<file path="src/rtl/vector_pkg.sv">
`default_nettype none
// ============================================================================
// vector_pkg : shared lane/vector types and skid-buffer state encoding
// Rev 1.0
// ============================================================================
package vector_pkg;

  localparam int c_LANES = 4;
  localparam int c_WIDTH = 32;

  typedef logic [c_WIDTH-1:0] lane_t;
  typedef lane_t vec_t [c_LANES];

  typedef enum logic [1:0] {
    S_EMPTY = 2'd0,
    S_ONE   = 2'd1,
    S_TWO   = 2'd2
  } skid_state_e;

endpackage
`default_nettype wire

</file>
<file path="src/rtl/vector_skid_buffer.sv">
`default_nettype none
// ============================================================================
// vector_skid_buffer : 2-entry registered output stage (main + skid register)
// Rev 1.0
// ============================================================================
module vector_skid_buffer
  import vector_pkg::*;
#(
  parameter int DW = 128
) (
  input  logic          clk,
  input  logic          rst,
  input  logic          in_valid,
  output logic          in_ready,
  input  logic [DW-1:0] in_data,
  output logic          out_valid,
  input  logic          out_ready,
  output logic [DW-1:0] out_data
);

  skid_state_e   state_q;
  logic [DW-1:0] main_q;
  logic [DW-1:0] skid_q;
  logic          in_ready_q;
  logic          out_valid_q;
  logic          w_accept;
  logic          w_pop;

  assign w_accept = in_valid && in_ready_q;
  assign w_pop    = out_valid_q && out_ready;

  // in_ready is a pure register so upstream never sees out_ready combinationally.
  always_ff @(posedge clk) begin
    if (rst) begin
      state_q     <= S_EMPTY;
      main_q      <= '0;
      skid_q      <= '0;
      in_ready_q  <= 1'b0;
      out_valid_q <= 1'b0;
    end else begin
      case (state_q)
        S_EMPTY: begin
          in_ready_q <= 1'b1;
          if (w_accept) begin
            main_q      <= in_data;
            out_valid_q <= 1'b1;
            state_q     <= S_ONE;
          end
        end
        S_ONE: begin
          if (w_accept && !w_pop) begin
            skid_q     <= in_data;
            in_ready_q <= 1'b0;
            state_q    <= S_TWO;
          end else if (w_pop && !w_accept) begin
            out_valid_q <= 1'b0;
            state_q     <= S_EMPTY;
          end else if (w_accept) begin
            main_q <= in_data;
          end
        end
        S_TWO: begin
          if (w_pop) begin
            main_q     <= skid_q;
            in_ready_q <= 1'b1;
            state_q    <= S_ONE;
          end
        end
        default: begin
          out_valid_q <= 1'b0;
          in_ready_q  <= 1'b1;
          state_q     <= S_EMPTY;
        end
      endcase
    end
  end

  assign in_ready  = in_ready_q;
  assign out_valid = out_valid_q;
  assign out_data  = main_q;

endmodule
`default_nettype wire

</file>
<file path="src/rtl/vector_select_pipe.sv">
`default_nettype none
// ============================================================================
// vector_select_pipe : N-source vector operand selector with skid-buffered output
// Optional lane masking via VSEL_LANE_MASK_EN.  Rev 1.0
// ============================================================================
module vector_select_pipe
  import vector_pkg::*;
#(
  parameter  int NUM_SRC = 4,
  parameter  int LANES   = c_LANES,
  parameter  int WIDTH   = c_WIDTH,
  localparam int SEL_W   = $clog2(NUM_SRC)
) (
  input  logic                           clk,
  input  logic                           rst,
  input  logic                           in_valid,
  output logic                           in_ready,
  input  logic [SEL_W-1:0]               in_sel,
  input  logic [NUM_SRC*LANES*WIDTH-1:0] in_src,
`ifdef VSEL_LANE_MASK_EN
  input  logic [LANES-1:0]               in_lmask,
`endif
  output logic                           out_valid,
  input  logic                           out_ready,
  output logic [LANES*WIDTH-1:0]         out_vec,
  output logic                           sel_err
);

  localparam int VW = LANES * WIDTH;

  logic [VW-1:0] w_sel_vec;
  logic [VW-1:0] w_beat;
  logic          w_err;
  logic          w_accept;
  logic          sel_err_q;

  // Out-of-range selects match no source and therefore fall through as zero.
  always_comb begin
    w_sel_vec = '0;
    for (int k = 0; k < NUM_SRC; k++) begin
      if (in_sel == SEL_W'(k)) w_sel_vec = in_src[k*VW +: VW];
    end
  end

  if (NUM_SRC == (1 << SEL_W)) begin : g_sel_full
    assign w_err = 1'b0;
  end else begin : g_sel_partial
    assign w_err = (in_sel > SEL_W'(NUM_SRC - 1));
  end

`ifdef VSEL_LANE_MASK_EN
  always_comb begin
    w_beat = w_sel_vec;
    for (int i = 0; i < LANES; i++) begin
      if (!in_lmask[i]) w_beat[i*WIDTH +: WIDTH] = '0;
    end
  end
`else
  assign w_beat = w_sel_vec;
`endif

  vector_skid_buffer #(
    .DW(VW)
  ) u_skid (
    .clk      (clk),
    .rst      (rst),
    .in_valid (in_valid),
    .in_ready (in_ready),
    .in_data  (w_beat),
    .out_valid(out_valid),
    .out_ready(out_ready),
    .out_data (out_vec)
  );

  assign w_accept = in_valid && in_ready;

  always_ff @(posedge clk) begin
    if (rst) sel_err_q <= 1'b0;
    else     sel_err_q <= w_accept && w_err;
  end

  assign sel_err = sel_err_q;

endmodule
`default_nettype wire
</file>
<file path="config.mk">
export PLATFORM = sky130hd
export DESIGN_NAME = vector_select_pipe
export DESIGN_NICKNAME = d
export VERILOG_FILES = /design/src/rtl/vector_pkg.sv /design/src/rtl/vector_skid_buffer.sv /design/src/rtl/vector_select_pipe.sv
export SDC_FILE = /design/constraint.sdc
export NUM_CORES = 1
export LEC_CHECK = 0
export BUFFER_PORTS_ARGS = -buffer_cell sky130_fd_sc_hd__buf_4
export CORE_AREA = 4 4 252 254
export DETAILED_ROUTE_END_ITERATION = 10
export DIE_AREA = 0 0 256 258
export PLACE_DENSITY = 0.45
export SLEW_MARGIN = 10
export SYNTH_ARGS = -nofsm -noshare
export SYNTH_HDL_FRONTEND = slang
export SYNTH_HIERARCHICAL = 1
export SYNTH_SLANG_ARGS = --single-unit
</file>
<file path="constraint.sdc">
create_clock -name clk -period 2.25 [get_ports clk]
set_clock_uncertainty 0.2 [all_clocks]
set_input_delay 0.1125 -clock clk [delete_from_list [all_inputs] [get_ports clk]]
set_output_delay 0.1125 -clock clk [all_outputs]
set_load 0.03 [all_outputs]
</file>
Word-level counts from Yosys, hierarchy flattened. Cells that the tools add are included.

Register bits: 260. Latch bits: 0. Bits in writable memories: 0. Memory bits (read-only): 0. Input bits: 518. Output and inout port bits: 131. Logic and storage cells: 53. Memories kept: 0.

Add/subtract/negate cells: 0. Multiply operators: 0. Div/mod/pow operators: 0. Order comparisons: 0. Equality and inequality tests: 12. Shift operators: 0. Multiplexer cells: 21. Bitwise gates (word level): 1. Reductions and logical operators: 14.

Operators with widths (number): $mux W128 (8); $pmux W128 S3 (1); $mux W2 (4); $ne A2 B1 Y1 const B (4); $reduce_and A4 Y1 (2); $eq A2 B2 Y1 const B (3); $pmux W2 S3 (1); $mux W1 (5); $eq A2 B1 Y1 const B (2); $logic_and A1 B1 Y1 (4); $logic_not A2 Y1 (2); $ne A2 B2 Y1 const B (2); $reduce_and A2 Y1 (2); $ne A3 B1 Y1 const B (1); $pmux W1 S3 (1); $reduce_and A3 Y1 (1); $reduce_bool A3 Y1 (1); $logic_not A1 Y1 (2); $pmux W1 S2 (1); $not A1 Y1 (1).

Logic depth before layout (Yosys ltp).
Word-level depth: 9. Gate-level depth with buffers: 9. Depth with buffers taken out: 7.

Cells and area by module. Netlist, hierarchy kept.

By module, submodules not included: vector_skid_buffer (times used 1, cells an instance 1315, area each 11169.5 um^2, seq. area each 5205.0 um^2); vector_select_pipe (times used 1, cells an instance 158, area each 3208.1 um^2, seq. area each 0.0 um^2).

Worst setup path after synthesis. OpenSTA, ideal clock, no wires.

Path kind: reg-to-reg. From: reg u_skid.out_valid_q, in the netlist u_skid/out_valid. To: reg u_skid.main_q[10], in the netlist u_skid/out_data[10]. Library setup time: 0.147 ns. Arrival time: 1.882 ns. Required time: 1.903 ns. Slack: 0.021 ns. Stages on the path, launching flop included: 9. Path buffers: 2. Clock period less this slack: 2.229 ns. Cell sequence: dfxtp_1 > nand2_1 > ha_1 > nor2_1 > a2bb2oi_4 > and2_4 > buf_6 > buf_6 > a311oi_2.

Longest elaborated chain between the ends: 5. Elaborated cells on any way between the ends: 8. Classes of those cells: eq/ne (3); reduce/logical (5).

RTL lines: from (decl) (RTL line vector_skid_buffer.sv:25) `logic out_valid_q;`; from (signal assigned) (RTL line vector_skid_buffer.sv:39) `out_valid_q <= 1'b0;`; from (signal assigned) (RTL line vector_skid_buffer.sv:46) `out_valid_q <= 1'b1;`; from (signal assigned) (RTL line vector_skid_buffer.sv:56) `out_valid_q <= 1'b0;`; $logic_and A1 B1 Y1 * (RTL line vector_skid_buffer.sv:30) `assign w_pop = out_valid_q && out_ready;`; $logic_not A1 Y1 (RTL line vector_skid_buffer.sv:51) `if (w_accept && !w_pop) begin`; $logic_and A1 B1 Y1 (RTL line vector_skid_buffer.sv:51); $ne A2 B2 Y1 (no line); $reduce_and A4 Y1 (no line) *; to (signal assigned) (RTL line vector_skid_buffer.sv:45) `main_q <= in_data;`; to (signal assigned) (RTL line vector_skid_buffer.sv:59) `main_q <= in_data;`; to (signal assigned) (RTL line vector_skid_buffer.sv:64) `main_q <= skid_q;`; to (decl) (RTL line vector_skid_buffer.sv:22) `logic [DW-1:0] main_q;`.

Every way passes the cells marked *; elsewhere a longest branch is shown, timed or not. A chain may end at the register's enable or synchronous reset.

Final worst setup path.
From: reg u_skid.in_ready_q, in the netlist u_skid/in_ready. To: reg u_skid.main_q[126], in the netlist u_skid/out_data[126].

Longest elaborated chain between the ends: 5. Elaborated cells on any way between the ends: 11. Classes of those cells: eq/ne (2); mux (4); reduce/logical (5).

RTL lines: from (decl) (RTL line vector_skid_buffer.sv:24) `logic in_ready_q;`; from (signal assigned) (RTL line vector_skid_buffer.sv:38) `in_ready_q <= 1'b0;`; from (signal assigned) (RTL line vector_skid_buffer.sv:43) `in_ready_q <= 1'b1;`; from (signal assigned) (RTL line vector_skid_buffer.sv:53) `in_ready_q <= 1'b0;`; $logic_and A1 B1 Y1 *; $mux W128 / $logic_not A1 Y1 (equally long branches); $mux W128 / $logic_and A1 B1 Y1 (equally long branches); $mux W128 / $ne A2 B2 Y1 (equally long branches); $pmux W128 S3 / $reduce_and A4 Y1 (equally long branches).

Every way passes the cells marked *; elsewhere a longest branch is shown, timed or not. The select of a mux whose other input is x is not followed.

==> results.md <==
- Slew headroom: 0.5358
- Final critical-path required period: 2.145 ns
- Max-cap violation count: 0
- Simple-Gate Fraction of Synth Area: 0.1396
- WP data arrival: 2.32 ns
- Netlist cell types: 25
- Synth area leaders: dfxtp_1 36%, mux4_2 20%, nand2_1 13%
- WL per Instance: roughly 20 um
- Cells after DPL: 2832
- XOR/XNOR share of the synthesized area: 0
- Synthesized area: around 14000 um2
- Largest net degree at the start of global routing: 73
- Num CTS Buffers: 34
- Worst R2R End: u_skid/out_data[126]
- Fin cells: roughly 3200
- Min Hold Slack: between 0.03 and 0.04 ns
- Pins over their slew limit: 0
- Final setup viols: 0
- Post-DRT Antenna Nets: 0
- Total track usage: 0.1797
- Fraction of layout cells with a size suffix above 1: 0.4384
- First DRT Iteration DRCs: 740
- Post-Synthesis Cells: approximately 1500
- Worst EP required: between 2 and 2.5 ns
- Seq/Total Area, Yosys: 0.3620
- Die span in y: approximately 260 um
- Clock Tree Buf Depth: 3
- GP Congestion: ~0.93
- Final wirelength: approximately 62 mm
- Slowest-stage cell, CP: dfxtp_1
- Die ar.: between 60000 and 70000 um2
- Worst VDD drop: about 0.47 mV
- CP Max Fanout: 19
- Worst R2R Start: u_skid/in_ready
- Slew @ Worst Pin: 0.6964 ns
- Syn avg cell area: around 10 um2
- # clock sinks: 260
- Post-synth net total: around 2000
- Largest area contributor in the netlist: dfxtp_1
- Initial antenna violation count: 1
- Post-synthesis mux area share: 0.2005
- Hold Path Depth: 4
- Final hold vios: 0
- Setup crit end kind: register
- Row count: 91
- Final worst path period share: 0.9535
- Seq cells post-synth: between 200 and 300
- Max incr delay on CP: between 0.3 and 0.4 ns
- IO Count: around 650
- Final layout net count: 2860
- Outcome: finished, final reports clean
- CP Class: register to register
- Clk Tree Root Cell: clkbuf_16
- Fmax: between 400 and 500 MHz
- Vias per std cell: ~4.8
- Die width: about 260 um
- Vias: roughly 15000
- Worst hold path endpoint: u_skid/out_data[40]
- IO buf count: 647
- Detailed Place HPWL: 44.02 mm
- Worst Hold Class: input port to register
- WP buf/inv: 3
- Pre-antenna DRT Iters: 5
- CP top delay family: simple AND/OR/NAND/NOR gates
- Pwr dens: about 600 nW/um2
- Critical path, cell by cell: nand2_2 -> inv_1 -> ha_1 -> nor2_2 -> a2bb2oi_4 -> and2_4 -> buf_12 -> buf_16 -> a311oi_2
- Most frequent cells in the layout: 692 x buf_4, 514 x nand2_1, 260 x dfxtp_1
- Most common cell after layout, fill and taps aside: buf_4
- Clock-pin slew on the worst setup and hold paths: 0.06 ns
- Drt drc: 0
- Top cell type's share of synthesized area: 0.3620
- FF-to-FF path depth: 9
- Antenna diodes: 0
- CTS tree: yes
- Syn. warnings: 6
- P_leak: ~9.5 nW
- Post-Synth Adder-Cell Area: 0.001740
- Core box area: about 61000 um2
- Compound-cell area share of the yosys netlist: 0.2240
- Reg2reg setup slack: ~0.10 ns
- Initial Util: 0.2347
- Total gr overflow: 0
- Number of global-route vias before repair: approximately 16000
- H-tree Lvls: 2
- First-pass GRT wire length: ~94 mm
- Main combinational cell family by area after synthesis: compound AO/OA/AOI/OAI gates
- HP Start: in_src[168]
- Critical Path Source Type: register
- P&R area growth vs syn: 67.03%
- Clk Latency, worst-skew pair: about 0.53 ns
- CP startpoint: u_skid/in_ready
final cells by class:
cell class                      instances  area (um2)
Inverter                                4       15.01
Multi-Input combinational cell       1052        8189
Clock inverter                          9       132.6
Tap cell                              790       988.4
Clock buffer                           48       964.7
Timing Repair Buffer                  988        8521
Fill cell                            6085       37240
Sequential cell                       260        5205
report_power, final:
| group | total (mW) | internal, mW | switching, mW | leakage, nW |
|---|---|---|---|---|
| clock network | 5.42 | 3.33 | 2.10 | 0.530 |
| logic | 4.01 | 2.14 | 1.86 | 6.89 |
| registers | 5.03 | 4.86 | 0.169 | 2.12 |
stage by stage:
stage | area [um2] | worst slack (ns) | power (mW) | util | TNS [ns]
2_1_floorplan | 14380 | 0.02127 | 6.988 | - | 0
3_3_place_gp | 20260 | 0.04880 | 8.548 | 0.3307 | 0
3_5_place_dp | 20260 | 0.01548 | 8.583 | 0.3307 | 0
4_1_cts | 23950 | 0.02935 | 14.68 | 0.3910 | 0
5_1_grt | 24020 | -0.01508 | 15.09 | 0.3921 | -0.05963
6_report | 24020 | 0.1046 | 14.46 | 0.3921 | 0
cells in the mapped netlist:
cell type  instances
a2bb2oi_4          1
buf_1              6
o21ai_2            1
buf_12            10
conb_1             1
nand3_1            1
and2_4             1
nand2b_1           2
mux4_2           128
nor3_1             2
buf_6             20
buf_2             48
clkbuf_1          58
a21oi_1          258
nand2_1          516
dfxtp_1          260
nor2_1             4
a311oi_2         120
o21ai_0            3
a22oi_1            1
inv_1              4
buf_4             15
ha_1               2
a311oi_1           8
nor2b_1            3
per-layer routing:
layer  vias up  share of wire  global-route usage
li1       7095              -                   -
met1      7305           0.41              0.2183
met2       510           0.51              0.3285
met3        60          0.061             0.04050
met4         0          0.015             0.03352
met5         -              0                   0
tightest hold or removal path, stage by stage:
cell and delay, ns:
buf_4 0.07, mux4_2 0.23, nand2_1 0.06, a311oi_2 0.24
state kept, by name, summed over array words and instances (netlist names):
| register | cells |
|---|---|
| u_skid/out_data | 128 |
| u_skid/skid_q | 128 |
| u_skid/state_q | 2 |
| u_skid/out_valid | 1 |
| u_skid/in_ready | 1 |
how the worst max path moves through the flow:
stage,end,depth (start not counted)
floorplan,u_skid/out_data[10],8
global placement,u_skid/out_data[119],9
detailed placement,u_skid/out_data[126],9
CTS,u_skid/out_data[110],9
global route,u_skid/out_data[126],9
finish,u_skid/out_data[126],9
cell families after synthesis:
group,count (synthesis)
AND/OR/NAND/NOR,529
buffers and inverters,161
adder cells (fa/ha/maj),2
multiplexers,128
flip-flops,260
other,1
AO/OA/AOI/OAI,392
timing repair:
action / in CTS / in global routing
endpoints found under the setup margin: 10 / 110
hold buffers: 259 / 0
setup buffers: 0 / 2
gates resized for setup: 1 / 3
hold endpoints to repair: 159 / 0
cloned: 0 / 1
Power figures use the tool's default switching activity.
